`src/rtl/tmds_enc_mc.sv`:
```
// Multi-channel DC-balanced TMDS encoder: shared-latency pipeline, one lane per channel.
// Optional TMDS_DISP_MON_EN exposes each lane's running disparity on disp_o.
module tmds_lane #(
  parameter int OUT_REG = 1
) (
  input  logic       clk_i,
  input  logic       rst_i,
  input  logic [7:0] d_i,
  input  logic [1:0] c_i,
  input  logic       vld_i,   // valid aligned with the stage-3 inputs
`ifdef TMDS_DISP_MON_EN
  output logic [4:0] cnt_o,
`endif
  output logic [9:0] out_o
);
  logic [7:0] d1_q;
  logic [3:0] n1_q;
  logic [1:0] c1_q, c2_q, c3;
  logic [8:0] qm_d, qm2_q, qm3;
  logic [3:0] ones_d, ones2_q, ones3;
  logic [9:0] out_d, out_q;
  logic signed [4:0] cnt_d, cnt_q, diff;

  always_comb begin
    logic       xn;
    logic [7:0] q;
    xn   = (n1_q > 4'd4) || (n1_q == 4'd4 && !d1_q[0]);
    q    = '0;
    q[0] = d1_q[0];
    for (int i = 1; i < 8; i++) q[i] = q[i-1] ^ d1_q[i] ^ xn;
    qm_d   = {~xn, q};
    ones_d = 4'($countones(q));
  end

  always_ff @(posedge clk_i or posedge rst_i) begin
    if (rst_i) begin
      d1_q <= '0; n1_q <= '0; c1_q <= '0;
      qm2_q <= '0; ones2_q <= '0; c2_q <= '0;
    end else begin
      d1_q <= d_i; n1_q <= 4'($countones(d_i)); c1_q <= c_i;
      qm2_q <= qm_d; ones2_q <= ones_d; c2_q <= c1_q;
    end
  end

  // Extra register sits before the disparity stage so that cnt stays in the output flop.
  if (OUT_REG != 0) begin : g_oreg
    logic [8:0] qm3_q;
    logic [3:0] ones3_q;
    logic [1:0] c3_q;
    always_ff @(posedge clk_i or posedge rst_i) begin
      if (rst_i) begin
        qm3_q <= '0; ones3_q <= '0; c3_q <= '0;
      end else begin
        qm3_q <= qm2_q; ones3_q <= ones2_q; c3_q <= c2_q;
      end
    end
    assign qm3 = qm3_q; assign ones3 = ones3_q; assign c3 = c3_q;
  end else begin : g_noreg
    assign qm3 = qm2_q; assign ones3 = ones2_q; assign c3 = c2_q;
  end

  always_comb begin
    diff  = {ones3, 1'b0} - 5'd8;   // N1 - N0, mod 32
    out_d = 10'h354;
    cnt_d = cnt_q;
    if (!vld_i) begin
      cnt_d = '0;
      case (c3)
        2'b00:   out_d = 10'h354;
        2'b01:   out_d = 10'h0AB;
        2'b10:   out_d = 10'h154;
        default: out_d = 10'h2AB;
      endcase
    end else if (cnt_q == 5'sd0 || diff == 5'sd0) begin
      out_d = {~qm3[8], qm3[8], qm3[8] ? qm3[7:0] : ~qm3[7:0]};
      cnt_d = qm3[8] ? cnt_q + diff : cnt_q - diff;
    end else if ((cnt_q > 0 && diff > 0) || (cnt_q < 0 && diff < 0)) begin
      out_d = {1'b1, qm3[8], ~qm3[7:0]};
      cnt_d = cnt_q + $signed({3'b000, qm3[8], 1'b0}) - diff;
    end else begin
      out_d = {1'b0, qm3[8], qm3[7:0]};
      cnt_d = cnt_q + diff - (qm3[8] ? 5'sd0 : 5'sd2);
    end
  end

  always_ff @(posedge clk_i or posedge rst_i) begin
    if (rst_i) begin
      out_q <= '0; cnt_q <= '0;
    end else begin
      out_q <= out_d; cnt_q <= cnt_d;
    end
  end

  assign out_o = out_q;
`ifdef TMDS_DISP_MON_EN
  assign cnt_o = cnt_q;
`endif
endmodule

module tmds_enc_mc #(
  parameter int CH_CNT  = 3,
  parameter int OUT_REG = 1
) (
  input  logic                   clk_i,
  input  logic                   rst_i,
  input  logic [CH_CNT*8-1:0]    px_data_i,
  input  logic                   px_data_valid_i,
  input  logic                   h_sync_i,
  input  logic                   v_sync_i,
  input  logic [2*CH_CNT-1:0]    ctrl_i,
`ifdef TMDS_DISP_MON_EN
  output logic [CH_CNT*5-1:0]    disp_o,
`endif
  output logic [CH_CNT*10-1:0]   tmds_data_o,
  output logic                   tmds_data_valid_o
);
  localparam int STAGES = 3 + OUT_REG;

  logic [STAGES:0] vld_pipe;
  logic [STAGES:1] vld_q;
  logic [1:0]      unused_ctrl;

  assign unused_ctrl = ctrl_i[1:0];   // channel 0 control comes from the syncs
  assign vld_pipe[0] = px_data_valid_i;
  assign vld_pipe[STAGES:1] = vld_q;

  always_ff @(posedge clk_i or posedge rst_i) begin
    if (rst_i) vld_q <= '0;
    else       vld_q <= vld_pipe[STAGES-1:0];
  end

  for (genvar c = 0; c < CH_CNT; c++) begin : g_lane
    logic [1:0] ctl;
    if (c == 0) begin : g_sync
      assign ctl = {v_sync_i, h_sync_i};
    end else begin : g_ctl
      assign ctl = ctrl_i[2*c +: 2];
    end
    tmds_lane #(.OUT_REG(OUT_REG)) u_lane (
      .clk_i (clk_i),
      .rst_i (rst_i),
      .d_i   (px_data_i[8*c +: 8]),
      .c_i   (ctl),
      .vld_i (vld_pipe[STAGES-1]),
`ifdef TMDS_DISP_MON_EN
      .cnt_o (disp_o[5*c +: 5]),
`endif
      .out_o (tmds_data_o[10*c +: 10])
    );
  end

  assign tmds_data_valid_o = vld_pipe[STAGES];
endmodule

```
`config.mk`:
```
export PLATFORM = sky130hd
export DESIGN_NAME = tmds_enc_mc
export DESIGN_NICKNAME = d
export VERILOG_FILES = /design/src/rtl/tmds_enc_mc.sv
export SDC_FILE = /design/constraint.sdc
export NUM_CORES = 1
export LEC_CHECK = 0
export BUFFER_PORTS_ARGS = -buffer_cell sky130_fd_sc_hd__buf_2
export CAP_MARGIN = 20
export CORE_MARGIN = 5
export CORE_UTILIZATION = 29
export CTS_CLUSTER_DIAMETER = 150
export DETAILED_ROUTE_END_ITERATION = 8
export SYNTH_ARGS = -nofsm -noshare
export SYNTH_HDL_FRONTEND = slang
export SYNTH_SLANG_ARGS = --single-unit
```
`constraint.sdc`:
```
create_clock -name clk_i -period 15.2 [get_ports clk_i]
set_clock_uncertainty 0.05 [all_clocks]
set_input_delay 1.52 -clock clk_i [delete_from_list [all_inputs] [get_ports clk_i]]
set_output_delay 1.52 -clock clk_i [all_outputs]
set_load 0.03 [all_outputs]
```
# Word-level counts from Yosys, hierarchy flattened
# Cells that the tools add are included.
# word_totals
reg_bits	181
out_inout_bits	31
elab_cells	229
# classes
eq_ne	9
n_bitwise	51
n_reduce_logical	30
mux	30
add_sub_neg	60
magnitude_cmp	15
# ops
cell	n
10-bit two-way mux	9
10-bit case mux with 3 select lines	3
4-bit adder	18
5-bit two-way mux	12
1-bit by 1-bit adder with 2-bit output	24
5-bit subtractor	9
1-bit bitwise XOR	42
5-bit by 1-bit > comparator with 1-bit output (second input constant)	6
5-bit logical NOT	6
5-bit by 1-bit < comparator with 1-bit output (second input constant)	6
8-bit two-way mux	3
8-bit NOT	3
5-bit by 3-bit adder with 5-bit output	3
5-bit adder	3
5-bit by 4-bit subtractor with 5-bit output (second input constant)	3
4-bit by 3-bit == test with 1-bit output (second input constant)	3
4-bit by 3-bit > comparator with 1-bit output (second input constant)	3
1-bit logical AND	9
1-bit logical OR	9
2-bit by 1-bit == test with 1-bit output (second input constant)	3
2-bit == test (second input constant)	3
2-bit logical NOT	3
2-bit two-way mux	3
1-bit NOT	6
1-bit logical NOT	3

# Logic depth before layout (Yosys ltp)
# logic_depth
word_depth	19
depth_mapped	10
ltp_nobuf	10

# Modules after synthesis
# From an unflattened synthesis, not the netlist that was laid out.
# unflattened
cells_unflattened	667
area_unflattened_um2	8567.0
# modules_own_cells
module	n_inst	cells_per_inst	area_per_inst_um2	seq_area_each_um2
tmds_lane at g_lane[2].u_lane	1	229	2862.7	1451.4
tmds_lane at g_lane[1].u_lane	1	218	2821.5	1451.4
tmds_lane at g_lane[0].u_lane	1	215	2778.9	1451.4
tmds_enc_mc	1	5	103.8	100.1

# Worst setup path before layout
# No wires, ideal clock.
# synth_path
path_type	input port to flip-flop
from	in px_data_i[22]
to	reg g_lane[2].u_lane.n1_q[2]
cell_stages	5
required_time_ns	15.014
n_path_buf	0
path_slack_ns	11.675
arrival_time_ns	3.339
setup_ns	0.136
cell_sequence	ha_1 > fa_1 > fa_1 > ha_1 > fa_1
# synth_via
elab_chain_cells	3
# synth_lines
item	line_no	source
from (decl)	106	input logic [CH_CNT*8-1:0] px_data_i,
1-bit by 1-bit adder with 2-bit output (implied by the code)	40	d1_q <= d_i; n1_q <= 4'($countones(d_i)); c1_q <= c_i;
4-bit adder (implied by the code) (2 in series)	40	
to (signal assigned)	40	
to (decl)	17	logic [3:0] n1_q;
# Every way passes these cells.

# Final worst setup path
# layout_path
from	reg g_lane[2].u_lane.d1_q[0]
to	reg g_lane[2].u_lane.ones2_q[2]
# layout_via
elab_chain_cells	19
elab_cells_between_ends	24
# layout_lines
item	line_no	source
from (decl)	16	logic [7:0] d1_q;
from (signal assigned)	40	
1-bit logical NOT	27	xn = (n1_q > 4'd4) || (n1_q == 4'd4 && !d1_q[0]);
1-bit logical AND	27	
1-bit logical OR	27	
1-bit bitwise XOR (2 in series)	30	for (int i = 1; i < 8; i++) q[i] = q[i-1] ^ d1_q[i] ^ xn;
1-bit bitwise XOR (*)	30	
named net g_lane[2].u_lane.qm_d[2]	19	logic [8:0] qm_d, qm2_q, qm3;
1-bit bitwise XOR (*) (4 in series)	30	
named net g_lane[2].u_lane.qm_d[4]	19	
1-bit bitwise XOR (*) (4 in series)	30	
named net g_lane[2].u_lane.qm_d[6]	19	
1-bit bitwise XOR (2 in series)	30	
1-bit by 1-bit adder with 2-bit output (implied by the code) (*)	32	ones_d = 4'($countones(q));
4-bit adder (implied by the code) (*) (2 in series)	32	
named net g_lane[2].u_lane.ones_d[2]	20	logic [3:0] ones_d, ones2_q, ones3;
to (signal assigned)	41	qm2_q <= qm_d; ones2_q <= ones_d; c2_q <= c1_q;
to (decl)	20	
# Mark *: on every way through the listed nets, which the timed path passes. The rest lies on a longest branch.

==> results.md <==
| Stage | Item | Value |
| --- | --- | --- |
| status | Run status | completed |
| detailed routing | Detailed Route Iter0 Violations | 251 |
| sta | Setup repair after global routing missed its margin | no |
| worst setup path | CP Capture Type | register |
| cts | Clock input transition at the sequential cells of the worst setup and hold paths | 70 ps |
| cells and area | Post-route core utilization | 34.3% |
| placed design | Post-place setup slack | 11390 ps |
| power | Internal power of the cells | 0.00134 W |
| power | Part of the power in registers | 31.5% |
| sta | Number of max-slew violations in the final report | 0 |
| cts | CTS buffer count | 17 |
| synthesis | Prevailing post-synth register cell | sky130_fd_sc_hd__dfrtp_1 |
| synthesis | Fraction of registers with async set or reset after synthesis | 100% |
| power | Power per Cell Area | 231 nW/um^2 |
| detailed routing | Number of detailed-route iterations in the first pass | 5 |
| detailed routing | Met3 Wirelength | 306 um |
| floorplanning | Ports placed on the boundary | 66 |
| synthesis | Synth Instances | 631 |
| cts | Hold-fix buffers, CTS | 0 |
| worst setup path | Data arrival time of the critical path | 4040 ps |
| sta | Minimum clock period | 3800 ps |
| placed design | RePlAce Congestion | 0.814 |
| sta | Setup violators final | 0 |
| synthesis | Synthesized area divided by synthesized cell count | 13.3 sq um |
| cts | Cells resized by post-CTS repair | 0 |
| cts | Maximum clock path buffer count | 2 |
| power | Share of power burned in the clock network | 19.8% |
| global routing | Overall Global Routing Usage | 9.14% |
| floorplanning | Floorplan core area | 28600 sq um |
| detailed routing | Wire length on met1 | 6850 um |
| synthesis | Post-Synthesis Net Count | 780 |
| worst setup path | Top fanout value on the critical path | 5 |
| sta | Final Worst Setup Slack | 11400 ps |
| cts | Number of setup buffers added after CTS | 0 |
| cells and area | Total inserted antenna cells | 0 |
| cells and area | Number of standard cells in the final layout excluding fillers | 1108 |
| placed design | Placed Instances | 1076 |
| power | Share of total power in combinational logic | 48.7% |
| job | Max-cap check violation count | 0 |
| sta | Slew @ Worst Pin | 842 ps |
| detailed routing | Post-detailed-route count of antenna-violating nets | 0 |
| sta | Relative slew margins | 43.8% |
| detailed routing | WL/cell | 12.5 um |
| cells and area | Share of layout cells above drive strength 1 | 16.4% |
| floorplanning | Die Y-Extent | 180 um |
| cts | CTS sink count | 178 |
| synthesis | Synth Register Bits | 178 |
| placed design | HPWL after detailed placement | 10400 um |
| cts | Worst skew pair latency | 430 ps |
| cts | TritonCTS clock tree | built |
| worst setup path | Class of the most critical setup path | reg -> reg |
| worst setup path | Crit path required time | 15440 ps |
| worst setup path | Type of origin of the critical path | register |
| detailed routing | Met2 wirelength from detailed routing | 6530 um |
| detailed routing | DR top layer | met4 |
| power | Total power after layout | 0.00226 W |
| detailed routing | Vias post-DR | 4512 |
| synthesis | Warnings, synthesis | 0 |
| power | Leak | 4.64 nW |
| power | Switching fraction of total power | 40.9% |
| synthesis | Netlist area before placement | 8360 sq um |
| sta | Number of hold violations in the final report | 0 |
| power | Peak supply drop | 0.0832 mV |
| global routing | Number of antenna violations at the first check in global routing | 0 |
| cts | Clock tree root buffer cell | sky130_fd_sc_hd__clkbuf_16 |
| detailed routing | Total DRC errors in the routed layout | 0 |
| synthesis | Number of different library cells in the post-synthesis netlist | 37 |
| cells and area | Synth-to-layout area growth | 17.2% |
| cells and area | Final #Nets | 860 |
| min path | Class of the tightest hold or removal check | reg -> reg |
| power | Switching power | 0.000924 W |
| sta | Highest attainable clock frequency | 263 MHz |
| placed design | Number of I/O port buffers | 63 |
| detailed routing | Routed via count divided by cell count | 4.07 |
| synthesis | Sequential-to-total area share from yosys stat | 53.3% |
| global routing | Pin count of the biggest net entering global routing | 70 |
| floorplanning | Site row count | 62 |
| floorplanning | Effective utilization at floorplan | 29.2% |
| worst setup path | Setup slack of the worst register-to-register path | 11400 ps |
| detailed routing | Total wire length | 13900 um |
| global routing | GRT Residual Overflow | 0 |
| synthesis | Number of enable flip-flop cells after synthesis | 0 |
| cts | H-tree depth | 4 |
| sta | Setup TNS after final layout | 0 ps |
| global routing | Global-route wire length before repair | 24400 um |
| sta | Final clock period utilization by the worst path | 25.0% |
| global routing | Number of global-route vias before repair | 4814 |
| floorplanning | Die footprint | 32300 sq um |
| floorplanning | Die Wd | 180 um |
==> Yosys cell counts, types with 3 or more instances <==
| cell type | number | area share, % |
|---|---|---|
| sky130_fd_sc_hd__dfrtp_1 | 178 | 53 |
| sky130_fd_sc_hd__ha_1 | 78 | 12 |
| sky130_fd_sc_hd__inv_1 | 65 | 2.9 |
| sky130_fd_sc_hd__xor2_1 | 56 | 5.9 |
| sky130_fd_sc_hd__a21oi_1 | 40 | 2.4 |
| sky130_fd_sc_hd__fa_1 | 36 | 8.6 |
| sky130_fd_sc_hd__xnor2_1 | 35 | 3.7 |
| sky130_fd_sc_hd__o21ai_0 | 21 | 1.3 |
| sky130_fd_sc_hd__nand2_1 | 20 | 0.90 |
| sky130_fd_sc_hd__nor3_1 | 13 | 0.78 |
| sky130_fd_sc_hd__a21boi_0 | 6 | 0.54 |
| sky130_fd_sc_hd__and3_1 | 6 | 0.45 |
| sky130_fd_sc_hd__mux2i_1 | 6 | 0.72 |
| sky130_fd_sc_hd__nor2_1 | 6 | 0.27 |
| sky130_fd_sc_hd__nor2b_1 | 6 | 0.45 |
| sky130_fd_sc_hd__a31oi_1 | 5 | 0.37 |
| sky130_fd_sc_hd__nand2b_1 | 5 | 0.37 |
| sky130_fd_sc_hd__or3_1 | 5 | 0.37 |
| sky130_fd_sc_hd__a21oi_2 | 3 | 0.31 |
| sky130_fd_sc_hd__a311o_1 | 3 | 0.36 |
| sky130_fd_sc_hd__buf_1 | 3 | 0.13 |
| sky130_fd_sc_hd__mux2_2 | 3 | 0.40 |
| sky130_fd_sc_hd__nand3_1 | 3 | 0.18 |
| sky130_fd_sc_hd__o211a_1 | 3 | 0.36 |
| sky130_fd_sc_hd__o211ai_1 | 3 | 0.27 |
| sky130_fd_sc_hd__o21a_1 | 3 | 0.27 |
| sky130_fd_sc_hd__o221a_2 | 3 | 0.40 |
| sky130_fd_sc_hd__o22ai_4 | 3 | 0.72 |
| sky130_fd_sc_hd__or3b_2 | 3 | 0.31 |
==> cell families (layout without fill, tap and decap cells) <==
family,after synthesis,count (layout),synth area share (%)
AOI/OAI and AO/OA,95,95,7.43
DFF,178,178,53.3
adders and majority gates,114,114,20.3
buffers and inverters,70,163,3.14
and+or+nand+nor,71,71,4.41
xor gates and xnor gates,94,94,10.4
muxes,9,9,1.12
==> metal layers <==
layer  vias up  track usage, %
met5         -               0
met2        51            14.1
met1      2218            12.9
met4         0            3.20
met3        13            1.78
li1       2230               -
==> power groups by stage <==
| stage | clock network (W) | logic, W | registers, W |
|---|---|---|---|
| floorplan | 0 | 0.000796 | 0.000782 |
| global placement | 0 | 0.00109 | 0.000722 |
| detailed placement | 0 | 0.00110 | 0.000724 |
| CTS | 0.000461 | 0.00112 | 0.000716 |
| global route | 0.000481 | 0.00126 | 0.000733 |
| finish | 0.000448 | 0.00110 | 0.000713 |
==> metrics by stage <==
step,hold slack (ps),instance area (sq um)
3_3_place_gp,282,9170
2_1_floorplan,281,8360
4_1_cts,290,9800
5_1_grt,302,9800
3_5_place_dp,285,9170
6_report,289,9800
==> worst max-delay path: stages, from the launching register on <==
cell and delay [ps]:
sky130_fd_sc_hd__dfrtp_1 450, sky130_fd_sc_hd__xor3_2 590, sky130_fd_sc_hd__xnor2_4 300, sky130_fd_sc_hd__xor2_2 210
sky130_fd_sc_hd__xor2_1 230, sky130_fd_sc_hd__nand2_1 110, sky130_fd_sc_hd__fa_1 540, sky130_fd_sc_hd__inv_1 50
sky130_fd_sc_hd__fa_1 470, sky130_fd_sc_hd__ha_1 220, sky130_fd_sc_hd__fa_1 430
==> state kept, by name (all words and copies together) (netlist names) <==
register                      count
vld_q                             4
g_lane.u_lane.n1_q               12
g_lane.u_lane.g_oreg.ones3_q     12
g_lane.u_lane.qm2_q              27
g_lane.u_lane.c2_q                6
g_lane.u_lane.g_oreg.qm3_q       27
g_lane.u_lane.c1_q                6
g_lane.u_lane.out_o              30
g_lane.u_lane.d1_q               24
g_lane.u_lane.c3                  6
g_lane.u_lane.cnt_q              12
g_lane.u_lane.ones2_q            12
==> area by class of cell <==
type,instances,area [sq um]
fill,2789,18800
sequential,178,4450
multi-input combinational,383,3650
tap,384,480
clock buffer,17,425
timing repair buffer,66,338
inverter,65,249
clock inverter,15,210
==> cell usage in the layout (no fill, tap or decap), drive strengths merged, types with 2 or more instances in the layout <==
cell type / n
o22ai: 3
a21boi: 6
clkbuf: 17
o221a: 3
o211ai: 3
mux2: 3
or3: 5
a311o: 3
o211a: 3
and3: 6
nor2: 6
mux2i: 6
fa: 36
nand3: 3
a31oi: 5
ha: 78
nor2b: 6
a21oi: 43
nand2: 20
a21o: 2
or3b: 3
nor3: 13
buf: 66
o21a: 3
clkinv: 10
or2: 2
dfrtp: 178
xor2: 57
xnor2: 36
inv: 69
nand2b: 5
o21ai: 21
==> path summary, 6_finish.rpt <==
check                      depth (start not counted)                                  to                         from
setup / recovery                                  10         g_lane[2].u_lane.ones2_q[2]     g_lane[2].u_lane.d1_q[0]
hold / removal                                     0  g_lane[2].u_lane.g_oreg.ones3_q[2]  g_lane[2].u_lane.ones2_q[2]
setup reg to reg                                  10         g_lane[2].u_lane.ones2_q[2]     g_lane[2].u_lane.d1_q[0]
hold reg to reg                                    0  g_lane[2].u_lane.g_oreg.ones3_q[2]  g_lane[2].u_lane.ones2_q[2]
max in group asynchronous                          4            g_lane[2].u_lane.c1_q[0]                        rst_i
min in group asynchronous                          2            g_lane[2].u_lane.n1_q[0]                        rst_i
(Power assumes the default switching activity.)
